## config.mk

```make
export PLATFORM = sky130hd
export DESIGN_NAME = ps2_host_transmitter
export DESIGN_NICKNAME = d
export VERILOG_FILES = /design/src/rtl/ps2_host_transmitter.sv
export SDC_FILE = /design/constraint.sdc
export NUM_CORES = 1
export LEC_CHECK = 0
export CAP_MARGIN = 5
export CELL_PAD_IN_SITES_DETAIL_PLACEMENT = 0
export CELL_PAD_IN_SITES_GLOBAL_PLACEMENT = 1
export CORE_MARGIN = 5
export CORE_UTILIZATION = 41
export CTS_CLUSTER_DIAMETER = 30
export DETAILED_ROUTE_END_ITERATION = 8
export PLACE_DENSITY = 0.79
export REMOVE_ABC_BUFFERS = 1
export SETUP_SLACK_MARGIN = 0.1
export SKIP_CTS_REPAIR_TIMING = 1
export SLEW_MARGIN = 20
export SYNTH_ARGS = -nofsm -noshare
export SYNTH_HDL_FRONTEND = slang
export SYNTH_SLANG_ARGS = --single-unit
```

## constraint.sdc

```tcl
create_clock -name FCLK -period 1.6 [get_ports FCLK]
set_input_delay 0.48 -clock FCLK [delete_from_list [all_inputs] [get_ports FCLK]]
set_output_delay 0.48 -clock FCLK [all_outputs]
set_load 0.02 [all_outputs]
```

## src/rtl/ps2_host_transmitter.sv

```systemverilog
// Host-to-device PS/2 command transmitter: inhibit, request-to-send, device-clocked shift-out, ACK check.
// Optional watchdog on device clock edges is enabled by defining PS2_TX_TIMEOUT_EN.
module ps2_host_transmitter #(
  parameter int INHIBIT_CYCLES = 5000,
  parameter int FILTER_LEN     = 8,
  parameter int TIMEOUT_CYCLES = 750000
) (
  input  logic       FCLK,
  input  logic       RST_N,
  input  logic [7:0] TX_DATA,
  input  logic       TX_VALID,
  output logic       TX_READY,
  output logic       BUSY,
  output logic       TX_DONE,
  output logic       TX_ERR,
  output logic [1:0] ERR_CODE,
  input  logic       PS2_CLK_IN,
  input  logic       PS2_DATA_IN,
  output logic       PS2_CLK_OE,
  output logic       PS2_DATA_OE
);

  localparam int INH_W = $clog2(INHIBIT_CYCLES + 1);
  localparam int FLT_W = $clog2(FILTER_LEN + 1);

  typedef enum logic [2:0] {
    S_IDLE, S_INHIBIT, S_RTS, S_SHIFT, S_ACK, S_WAIT_IDLE
  } state_t;

  state_t           state;
  logic [1:0]       sync1, sync2, filt;   // bit 0 = clock line, bit 1 = data line
  logic [FLT_W-1:0] flt_cnt [2];
  logic             fall;
  logic [INH_W-1:0] inh_cnt;
  logic [9:0]       frame;
  logic [3:0]       bit_cnt;

  // A level is accepted after FILTER_LEN consecutive differing samples; fall strobes with the update.
  always_ff @(posedge FCLK or negedge RST_N) begin
    if (!RST_N) begin
      sync1      <= '1;
      sync2      <= '1;
      filt       <= '1;
      flt_cnt[0] <= '0;
      flt_cnt[1] <= '0;
      fall       <= 1'b0;
    end else begin
      sync1 <= {PS2_DATA_IN, PS2_CLK_IN};
      sync2 <= sync1;
      fall  <= 1'b0;
      for (int unsigned i = 0; i < 2; i++) begin
        if (sync2[i] == filt[i]) begin
          flt_cnt[i] <= '0;
        end else if (flt_cnt[i] == FLT_W'(FILTER_LEN - 1)) begin
          filt[i]    <= sync2[i];
          flt_cnt[i] <= '0;
          if (i == 0 && !sync2[i]) fall <= 1'b1;
        end else begin
          flt_cnt[i] <= flt_cnt[i] + 1'b1;
        end
      end
    end
  end

`ifdef PS2_TX_TIMEOUT_EN
  localparam int TO_W = $clog2(TIMEOUT_CYCLES + 1);
  logic [TO_W-1:0] wd_cnt;
  logic            wd_expired;

  assign wd_expired = (state == S_SHIFT || state == S_ACK || state == S_WAIT_IDLE) &&
                      !fall && (wd_cnt == TO_W'(TIMEOUT_CYCLES - 1));

  always_ff @(posedge FCLK or negedge RST_N) begin
    if (!RST_N) begin
      wd_cnt <= '0;
    end else if (state == S_IDLE || state == S_INHIBIT || fall) begin
      wd_cnt <= '0;
    end else begin
      wd_cnt <= wd_cnt + 1'b1;
    end
  end
`endif

  always_ff @(posedge FCLK or negedge RST_N) begin
    if (!RST_N) begin
      state       <= S_IDLE;
      inh_cnt     <= '0;
      frame       <= '0;
      bit_cnt     <= '0;
      TX_READY    <= 1'b1;
      BUSY        <= 1'b0;
      TX_DONE     <= 1'b0;
      TX_ERR      <= 1'b0;
      ERR_CODE    <= '0;
      PS2_CLK_OE  <= 1'b0;
      PS2_DATA_OE <= 1'b0;
    end else begin
      TX_DONE  <= 1'b0;
      TX_ERR   <= 1'b0;
      ERR_CODE <= '0;
      case (state)
        S_IDLE: begin
          PS2_CLK_OE  <= 1'b0;
          PS2_DATA_OE <= 1'b0;
          if (TX_VALID) begin
            frame      <= {1'b1, ~^TX_DATA, TX_DATA};
            bit_cnt    <= '0;
            inh_cnt    <= '0;
            PS2_CLK_OE <= 1'b1;
            TX_READY   <= 1'b0;
            BUSY       <= 1'b1;
            state      <= S_INHIBIT;
          end
        end
        S_INHIBIT: begin
          if (inh_cnt == INH_W'(INHIBIT_CYCLES - 1)) begin
            PS2_CLK_OE  <= 1'b0;
            PS2_DATA_OE <= 1'b1;
            state       <= S_RTS;
          end else begin
            inh_cnt <= inh_cnt + 1'b1;
          end
        end
        S_RTS: state <= S_SHIFT;
        S_SHIFT: begin
          // frame holds d0..d7, parity, stop; stop=1 releases the line
          if (fall) begin
            PS2_DATA_OE <= ~frame[0];
            frame       <= {1'b1, frame[9:1]};
            bit_cnt     <= bit_cnt + 1'b1;
            if (bit_cnt == 4'd9) state <= S_ACK;
          end
        end
        S_ACK: begin
          if (fall) begin
            if (!filt[1]) begin
              state <= S_WAIT_IDLE;
            end else begin
              TX_ERR      <= 1'b1;
              ERR_CODE    <= 2'b01;
              PS2_CLK_OE  <= 1'b0;
              PS2_DATA_OE <= 1'b0;
              BUSY        <= 1'b0;
              TX_READY    <= 1'b1;
              state       <= S_IDLE;
            end
          end
        end
        S_WAIT_IDLE: begin
          if (filt == 2'b11) begin
            TX_DONE  <= 1'b1;
            BUSY     <= 1'b0;
            TX_READY <= 1'b1;
            state    <= S_IDLE;
          end
        end
        default: state <= S_IDLE;
      endcase
`ifdef PS2_TX_TIMEOUT_EN
      if (wd_expired) begin
        TX_DONE     <= 1'b0;
        TX_ERR      <= 1'b1;
        ERR_CODE    <= 2'b10;
        PS2_CLK_OE  <= 1'b0;
        PS2_DATA_OE <= 1'b0;
        BUSY        <= 1'b0;
        TX_READY    <= 1'b1;
        state       <= S_IDLE;
      end
`endif
    end
  end

endmodule

```

# Word-level counts from Yosys, hierarchy flattened
# Index checks and enable logic that the tools add are counted.
# totals
regBits	53
# classes
add_sub_neg	4
bitwise	3
n_eq_ne	20
n_reduce_logical	15
muxes	48
# op_table
op	n
$mux 13	2
$pmux 13 s2	1
$mux 4	6
$mux 1	23
$mux 3	7
$mux 10	2
$pmux 10 s2	1
$pmux 3 s6	1
$ne 2x2->1 const B	8
$add 13x1->13 const B	1
$eq 13x13->1 const B	1
$add 4x1->4 const B	3
$reduce_and 5->1	2
$pmux 1 s3	3
$eq 4x3->1 const B	2
$pmux 4 s2	1
$reduce_xnor 8->1	1
$eq 3x2->1 const B	2
$eq 3x3->1 const B	2
$reduce_and 3->1	2
$reduce_and 6->1	1
$reduce_bool 3->1	2
$eq 4x4->1 const B	1
$pmux 1 s4	1
other kinds (9)	14

# Longest topological paths before layout
# logic_depth
word_depth	4
mapped_depth	7

# Least setup slack after synthesis
# OpenSTA, ideal clock, no wires.
# synth_path
path_type	register to register
from	register state[1]
to	register inh_cnt[5]
slack_ns	-0.120
n_path_buf	2
t_arrival_ns	1.589
setup_ns	0.131
path_stages_with_launch	7
t_required_ns	1.469
synth_period_minus_slack_ns	1.720
cell_sequence	dfrtp_1 -> buf_2 -> nor4b_1 -> nor2_1 -> buf_2 -> o21ai_2 -> o41ai_2
# synth_between
elab_chain_len	3
elab_cells_between_ends	7
classes_between	eq/ne: 3; mux: 1; reduce/logical: 3
# synth_lines
item	line_no	text
from (decl)	30	state_t state;
from (signal assigned)	86	state <= S_IDLE;
from (signal assigned)	112	state <= S_INHIBIT;
from (signal assigned)	119	state <= S_RTS;
$eq 3x1->1 / $logic_not 3->1 (equally long branches)	101	case (state)
$ne 2x2->1 (no line) / $reduce_bool 2->1 (equally long branches)	n/a	
$reduce_and 3->1 (no line)	n/a	
to (signal assigned)	121	inh_cnt <= inh_cnt + 1'b1;
to (decl)	34	logic [INH_W-1:0] inh_cnt;
# Several ways; a longest one is shown, not always the timed one.
# A chain may end at the register's enable or synchronous reset.

# Worst setup path after layout
# layout_path
from	register inh_cnt[11]
to	register state[0]
# layout_between
elab_chain_len	3
# layout_lines
item	line_no	text
$eq 13x13->1	116	if (inh_cnt == INH_W'(INHIBIT_CYCLES - 1)) begin
$ne 2x2->1 (no line)	n/a	
$reduce_and 6->1 (no line)	n/a	
to (signal assigned)	112	
to (signal assigned)	119	
to (signal assigned)	124	S_RTS: state <= S_SHIFT;
# Every way passes these cells.

==> impl_metrics.yaml <==
run_status:
  run_status: "finished with violations"
  violations: "setup timing"
logic_synthesis:
  synth_compound_area_frac: 0.168
  synth.area.mux_share: 0.0474
  synth_fa_ha_area_frac: 0.0244
  syn_area_mm2: 0.00256
  ys_top_cells_by_area: "dfrtp_1 (43%), dfstp_2 (7.2%), a21oi_1 (4.5%), mux2i_1 (4.3%), nor2_1 (3.8%)"
  yosys.area_share.simple: 0.178
  yosysSeqAreaShare: 0.502
  synth.distinct_cells: 46
  async_reset_ff_frac: 1.00
  synth.largest_area_cell: "dfrtp_1"
  synth_top_family_by_area: "simple AND/OR/NAND/NOR gates"
  synth_top_area_share: 0.430
  synthXorXnorAreaFrac: 0.0376
  synth-seq-cells: 51
  yosys_most_used_dff: "dfrtp_1"
  avgSynthCellArea_um2: 9.85
  yosysWarningCount: 0
  synth-edff-count: 0
  netlist_instances: 260
floorplanning:
  initial_core_util: 0.427
  fp.dieW_um: 89.0
  dieHeight_um: 89.0
  die-area_mm2: 0.00792
  core_area_mm2: 0.00599
  rows: 28
  io_pins: 21
final_layout:
  fillers: 512
  drive_above_1_share: 0.332
  multi_input_area_mm2: 0.00134
  most-common-layout-cells: "dfrtp_1 (44), buf_4 (43), nor2_1 (24)"
  final-seq-area_mm2: 0.00128
  nNetsFinal: 351
  syn_to_final_growth_pct: 40.8
  final_common_cell: "dfrtp_1"
  finish.instance_area_mm2: 0.00360
  diodes: 0
power:
  ir_drop_uv: 503
  p_total_mw: 2.79
  powerDensity_mw_per_mm2: 774
  leakage_nw: 1.71
grt:
  grt_pass1_vias: 2031
  grt_pass1_wl_mm: 9.19
  antenna_found_initial: 0
  grt_max_degree: 22
  grt-ovfl-total: 0
  grt_usage: 0.149
routing:
  wl_mm: 5.61
  route.detailed.drc: 0
  routed-via-count: 2129
  drtIter0Drc: 55
  detail_route.first_pass.iterations: 4
  ant_nets: 0
  vias_per_cell: 5.21
  avgRoutedWirePerCell_um: 13.7
placement:
  io_buffers: 19
  hpwl_mm: 3.85
  placed_area_mm2: 0.00312
  gp_congestion: 0.766
sta:
  post-route-period-util: 1.10
  fin_tns_setup_ns: -1.27
  drv_slew: 0
  setup_violations: 17
  rsz0062_at_grt: "yes"
  hold_violations: 0
  fin_hold_ws_ns: 0.107
  fin_ws_ns: -0.164
  fmax_mhz: 567
  timing.final.crit_period_ns: 1.76
  clock_skew_ns: 0.00694
worst_setup_path:
  critPathMaxFanout: 4
  cp.arrival_ns: 2.00
  crit_chain: "nor4b_4 > buf_4 > a41o_4 > o211ai_2 > nor2_2 > mux2i_1"
  r2r_cells: 6
  crit_required_ns: 1.84
  path_class: "register to register"
  end_kind: "register"
  cpLargestDelayFamily: "simple AND/OR/NAND/NOR gates"
  path_buf_inv: 1
  crit_path_max_incr_delay_ns: 0.42
  rr_startpoint: "inh_cnt[11]$_DFFE_PN0P_"
  worst-path-stages: 6
  crit_start: "inh_cnt[11]$_DFFE_PN0P_"
  start_kind: "register"
  crit_slowest_cell: "dfrtp_1"
job:
  cap_violations: 0
clock_network:
  clock_sinks: 51
  cts_root_buffer: "clkbuf_8"
  clk_latency_ns: 0.31
  cts_tree: "done"
  cts_buffers: 5
  cts.htree.levels: 2
  clkTransAtPathRegs_ns: 0.09
  cts_buffer_depth: 2
worst_hold_path:
  hp-class: "input port to asynchronous set/reset pin"
-- cells in the mapped netlist (all sizes together) (2+ instances only) --
library cell,n
o31ai,6
a21oi,23
nor4b,3
xnor2,11
o22ai,3
and2,4
a31oi,4
dfstp,7
nand2,20
o21ai,20
a21o,2
mux2i,11
o21a,2
dfrtp,44
inv,7
nor2,26
nand3b,2
nand3,11
ha,5
buf,9
nand4,2
and3,3
nor2b,4
clkbuf,5
nor3b,4
nor3,8
-- per-layer routing --
metal  up-vias  part of all wire  global-route usage
li1       1067                 -                   -
met4         0             0.021              0.0487
met5         -                 0                   0
met2        34              0.50               0.252
met1      1017              0.44               0.189
met3        11             0.034              0.0313
-- sequential cells by signal, summed over array words and instances, names as in the netlist --
register     cells
BUSY             1
ERR_CODE         1
PS2_CLK_OE       1
PS2_DATA_OE      1
TX_DONE          1
TX_READY         1
bit_cnt          4
fall             1
filt             2
flt_cnt          8
frame           10
inh_cnt         13
state            3
sync1            2
sync2            2
-- cells by family (layout without fill, tap and decap cells) --
group,after synthesis,after routing
AND/OR/NAND/NOR,91,92
adder cells (fa/ha/maj),5,5
other,1,1
XOR/XNOR,11,11
AO/OA/AOI/OAI,68,68
flip-flops,51,51
buffers and inverters,21,94
multiplexers,12,12
-- cell type report --
type / instances / area share
Tap cell: 75 / 0.0260
Timing Repair Buffer: 79 / 0.205
Clock inverter: 2 / 0.00972
Inverter: 7 / 0.00729
Clock buffer: 6 / 0.0229
Sequential cell: 51 / 0.357
Multi-Input combinational cell: 189 / 0.373
-- power breakdown --
group          switching [mW]  total (mW)  internal [mW]
sequential             0.0739        1.47           1.40
combinational           0.180       0.377          0.197
clock                   0.432       0.939          0.506
-- worst reg2reg max path: cells and delay by family (launching register included) --
| family | cells | cell delay (ns) |
|---|---|---|
| DFF | 1 | 0.42 |
| and+or+nand+nor | 2 | 0.55 |
| buffers and inverters | 1 | 0.18 |
| muxes | 1 | 0.19 |
| AOI/OAI and AO/OA | 2 | 0.35 |
-- through the flow --
step / setup slack [ns] / std cells / util
finish: -0.164 / 409 / 0.602
global route: -0.247 / 409 / 0.602
CTS: -0.383 / 393 / 0.541
detailed placement: -0.493 / 385 / 0.521
global placement: -0.482 / 385 / 0.521
floorplan: -0.398 / 246 / -
-- worst paths after layout --
path,end,slack (ns)
setup / recovery,state[0]$_DFFE_PN0P_,-0.16
hold / removal,state[1]$_DFFE_PN0P_,0.11
setup reg to reg,state[0]$_DFFE_PN0P_,-0.16
hold reg to reg,sync2[1]$_DFF_PN1_,0.36
max in group asynchronous,sync2[0]$_DFF_PN1_,0.95
min in group FCLK,sync2[1]$_DFF_PN1_,0.36
No activity file was read; power rests on OpenSTA's default activity.
